===== config.mk =====
export PLATFORM = sky130hd
export DESIGN_NAME = count_disp_scan
export DESIGN_NICKNAME = d
export VERILOG_FILES = /design/src/rtl/count_disp_scan.sv
export SDC_FILE = /design/constraint.sdc
export NUM_CORES = 1
export LEC_CHECK = 0
export BUFFER_PORTS_ARGS = -buffer_cell sky130_fd_sc_hd__buf_2
export CAP_MARGIN = 20
export CORE_ASPECT_RATIO = 1.5
export CORE_MARGIN = 2
export CORE_UTILIZATION = 35
export CTS_CLUSTER_DIAMETER = 80
export DETAILED_ROUTE_END_ITERATION = 8
export PLACE_DENSITY = 0.53
export SYNTH_ARGS = -nofsm -noshare
export SYNTH_HDL_FRONTEND = slang
export SYNTH_SLANG_ARGS = --single-unit

===== constraint.sdc =====
create_clock -name clk -period 2.7 [get_ports clk]
set_input_delay 0.675 -clock clk [delete_from_list [all_inputs] [get_ports clk]]
set_output_delay 0.675 -clock clk [all_outputs]
set_load 0.02 [all_outputs]

===== src/rtl/count_disp_scan.sv =====
// Display stage for the 4-bit counter: keeps a 4-deep history of sampled counts
// and scans it onto a 4-digit common-anode seven-segment display in hex.
module count_disp_scan #(
    parameter int SCAN_DIV = 50000,
    parameter int DIV_W    = 16
) (
    input  logic       clk,
    input  logic       reset,
    input  logic [3:0] din,
    input  logic       sample,
    output logic [6:0] seg,
    output logic       dp,
    output logic [3:0] an,
    output logic [3:0] hist_valid
);

    logic [3:0]       h_reg [4];
    logic [3:0]       valid_reg;
    logic [DIV_W-1:0] presc_reg;
    logic [1:0]       idx_reg;
    logic [6:0]       seg_reg;
    logic             dp_reg;
    logic [3:0]       an_reg;
    logic             wrap;

    // Active-low abcdefg patterns, seg[6] = a.
    function automatic logic [6:0] hex_pattern(input logic [3:0] v);
        case (v)
            4'h0:    return 7'b0000001;
            4'h1:    return 7'b1001111;
            4'h2:    return 7'b0010010;
            4'h3:    return 7'b0000110;
            4'h4:    return 7'b1001100;
            4'h5:    return 7'b0100100;
            4'h6:    return 7'b0100000;
            4'h7:    return 7'b0001111;
            4'h8:    return 7'b0000000;
            4'h9:    return 7'b0000100;
            4'hA:    return 7'b0001000;
            4'hB:    return 7'b1100000;
            4'hC:    return 7'b0110001;
            4'hD:    return 7'b1000010;
            4'hE:    return 7'b0110000;
            default: return 7'b0111000;
        endcase
    endfunction

    assign wrap = (presc_reg == DIV_W'(SCAN_DIV - 1));

    // History shift register: slot 0 takes din, every other slot takes its neighbour.
    genvar gi;
    generate
        for (gi = 0; gi < 4; gi++) begin : g_hist
            always_ff @(posedge clk) begin
                if (reset) begin
                    h_reg[gi] <= 4'h0;
                end else if (sample) begin
                    if (gi == 0) h_reg[gi] <= din;
                    else         h_reg[gi] <= h_reg[(gi == 0) ? 0 : gi - 1];
                end
            end
        end
    endgenerate

    always_ff @(posedge clk) begin
        if (reset) begin
            valid_reg <= 4'b0000;
            presc_reg <= '0;
            idx_reg   <= 2'd0;
            an_reg    <= 4'b1111;
            seg_reg   <= 7'b1111111;
            dp_reg    <= 1'b1;
        end else begin
            if (sample) valid_reg <= {valid_reg[2:0], 1'b1};
            if (wrap) begin
                presc_reg <= '0;
                idx_reg   <= idx_reg + 2'd1;
            end else begin
                presc_reg <= presc_reg + DIV_W'(1);
            end
            // Outputs use the pre-edge idx/history so a digit switch lands one cycle late.
            an_reg  <= ~(4'b0001 << idx_reg);
            seg_reg <= valid_reg[idx_reg] ? hex_pattern(h_reg[idx_reg]) : 7'b1111111;
            dp_reg  <= ~((idx_reg == 2'd0) && valid_reg[0]);
        end
    end

    assign seg        = seg_reg;
    assign dp         = dp_reg;
    assign an         = an_reg;
    assign hist_valid = valid_reg;

endmodule


==> flow_summary.toml <==
[status]
outcome = "finished clean"

[routing]
post_drt_wl_per_cell_um = 12.2
drt_wl_total_mm = 3.75
firstDrtPassIters = 4
drt_iter0_drc = 47
vias_per_cell = 4.92
drc_errors = 0
dr_total_vias = 1504
ant_nets = 0

[global_route]
grt_start_max_net_pins = 18
grt_overflow = 0
grt_pass1_wl_mm = 6.62
grt_pass1_vias = 1452
track_usage = 0.115
antenna_found_initial = 0

[clock_tree]
cts_tree = "yes"
numCtsBuffers = 5
cts_resized = 0
postCtsSetupRepairBufs = 0
clkSlewWorstSetupHoldPaths_ns = 0.09
clk_path_buf_depth = 2
numClockSinks = 52
htree_levels = 2
clock_latency_ns = 0.30
cts_root_buffer = "clkbuf_8"
cts_hold_buf = 0

[placement]
dp_cells = 298
portBuffers = 22
dp_hpwl_mm = 2.68
place_congestion = 0.751

[yosys]
synthCells = 207
ys_seq_elements = 52
synth.cell_area_sq_mm = 0.00230
yosysTopAreaCell = "dfxtp_1"
synth-edff-count = 16
ys_seq_area_frac = 0.521
synth_cell_types = 43
synth_async_sr_flop_share = 0
yosysMostFrequentCell = "dfxtp_1"
synth_area_per_cell_sq_um = 11.1
yosysWarnings = 0
synthesis.nets = 225
synthTopCellsByArea = "dfxtp_1 31%, edfxtp_1 21%, ha_1 6.0%"
yosysTopAreaCellShare = 0.313
synth_ff_type = "dfxtp_1"
synth_common_cells = "36 x dfxtp_1, 28 x nor2_1, 16 x and2_1, 16 x edfxtp_1, 11 x ha_1"

[setup_path]
critPathBufInv = 2
cp_top_family = "multiplexers"
crit_chain = "mux4_1 > inv_1 > ha_1 > inv_1 > or3_1 > o211ai_1"
arrival_ns = 2.33
worstRegToRegCells = 6
critPathKind = "flip-flop to flip-flop"
cp-end-kind = "flip-flop"
cp_slowest_cell = "mux4_1"
required_ns = 2.93
reg2reg_slack_ns = 0.60
critPathLaunchType = "flip-flop"
crit_top_cell = "inv_1"
r2r-end = "seg[2]"
path_max_fanout = 6
cpPeakStageDelay_ns = 0.70

[sta]
worstMarginPinSlew_ns = 0.600
fin_crit_sh = 0.779
drv_slew = 0
hold_viol = 0
tns_ns = 0
final.min_clock_period_ns = 2.10
rsz0062_at_grt = "false"
relSlewSlack = 0.600
finalSetupViolations = 0
fin_skew_ns = 0.00695
fmaxAchievable_mhz = 476

[floorplan]
core_area_sq_mm = 0.00644
die_area_sq_mm = 0.00726
ios = 23
die_w_um = 70.3
start_util = 0.358
rows = 36
chipHeight_um = 103

[pwr]
pwr_density_cell_mw_per_mm2 = 582
power_mw = 1.50
vdd.ir_drop.worst_mv = 0.255
p_leak_nw = 0.993

[job]
cap_violations = 0

[min_path]
hold_class = "flip-flop to flip-flop"
holdPathEnd = "dp"
holdPathStages = 1
min-delay-start = "hist_valid[0]"

[final_layout]
final_core_util = 0.401
diodes = 0
fill_cells = 641
area.growth.synth_to_final_pct = 12.1
nets = 247
layout-drive-gt1-share = 0.170
fin_cells = 306
==> logic make-up after synthesis <==
| group | after synthesis | synth area share |
|---|---|---|
| AND/OR/NAND/NOR | 85 | 0.201 |
| flip-flops | 52 | 0.521 |
| buffers and inverters | 17 | 0.0347 |
| AO/OA/AOI/OAI | 16 | 0.0543 |
| XOR/XNOR | 15 | 0.0570 |
| multiplexers | 11 | 0.0717 |
| adder cells (fa/ha/maj) | 11 | 0.0597 |
==> final cells by class <==
cell class                 count  area [sq um]  area share
clock buffer                   5          68.8      0.0266
clock inverter                 3          42.5      0.0165
inverter                       9          33.8      0.0131
multi-input combinational    138          1020       0.396
sequential                    52          1200       0.465
tap                           76          95.1      0.0368
timing repair buffer          23           118      0.0455
==> where the power goes <==
part | internal, mW | switching, mW
logic | 0.0497 | 0.0727
registers | 0.836 | 0.0152
clock network | 0.274 | 0.257
==> metal layers <==
layer | vias up | GRT usage | routed length (um)
li1 | 767 | - | -
met1 | 701 | 0.129 | 1640
met2 | 29 | 0.204 | 1870
met3 | 7 | 0.0262 | 149
met4 | 0 | 0.0577 | 91
met5 | - | 0 | 0
==> through the flow <==
stage | instance area [sq um] | setup WS, ns | hold WS (ns)
6_report | 2580 | 0.598 | 0.472
5_1_grt | 2580 | 0.443 | 0.509
4_1_cts | 2580 | 0.569 | 0.476
3_5_place_dp | 2470 | 0.592 | 0.454
3_3_place_gp | 2470 | 0.654 | 0.442
2_1_floorplan | 2300 | 0.750 | 0.437
==> worst register-to-register path, stage by stage, from the launching register on <==
cell,delay [ns]
dfxtp_1,0.46
mux4_1,0.70
inv_1,0.14
ha_1,0.20
inv_1,0.08
or3_1,0.36
o211ai_1,0.09
==> cells in the final DEF (no fill, tap or decap), types with 2 or more instances in the layout <==
master,synthesis,final
and2_1,16,16
nor2_1,28,28
mux2i_1,6,6
a211oi_1,3,3
inv_1,8,8
nand3_1,6,6
nand2_1,4,4
ha_1,11,11
nand2b_1,5,5
and4_1,3,3
dfxtp_1,36,36
buf_2,1,22
xnor2_1,8,8
nor3_1,2,2
nor2b_1,2,2
nand4_1,6,6
edfxtp_1,16,16
nor4bb_1,2,2
a221o_1,3,3
o21ai_0,2,2
xor2_1,7,7
clkbuf_8,0,5
nor4_1,3,3
mux4_2,3,3
and3_1,2,2
==> worst max-delay path by stage <==
stage	start	to	slack (ns)	depth (start not counted)
after floorplan	flip-flop	seg[2]	0.75	6
after global placement	flip-flop	seg[2]	0.65	6
after detailed placement	flip-flop	seg[2]	0.59	6
after CTS	flip-flop	seg[2]	0.57	6
after global routing	flip-flop	seg[2]	0.44	6
final	flip-flop	seg[2]	0.60	6
No activity file was read; power rests on OpenSTA's default activity.
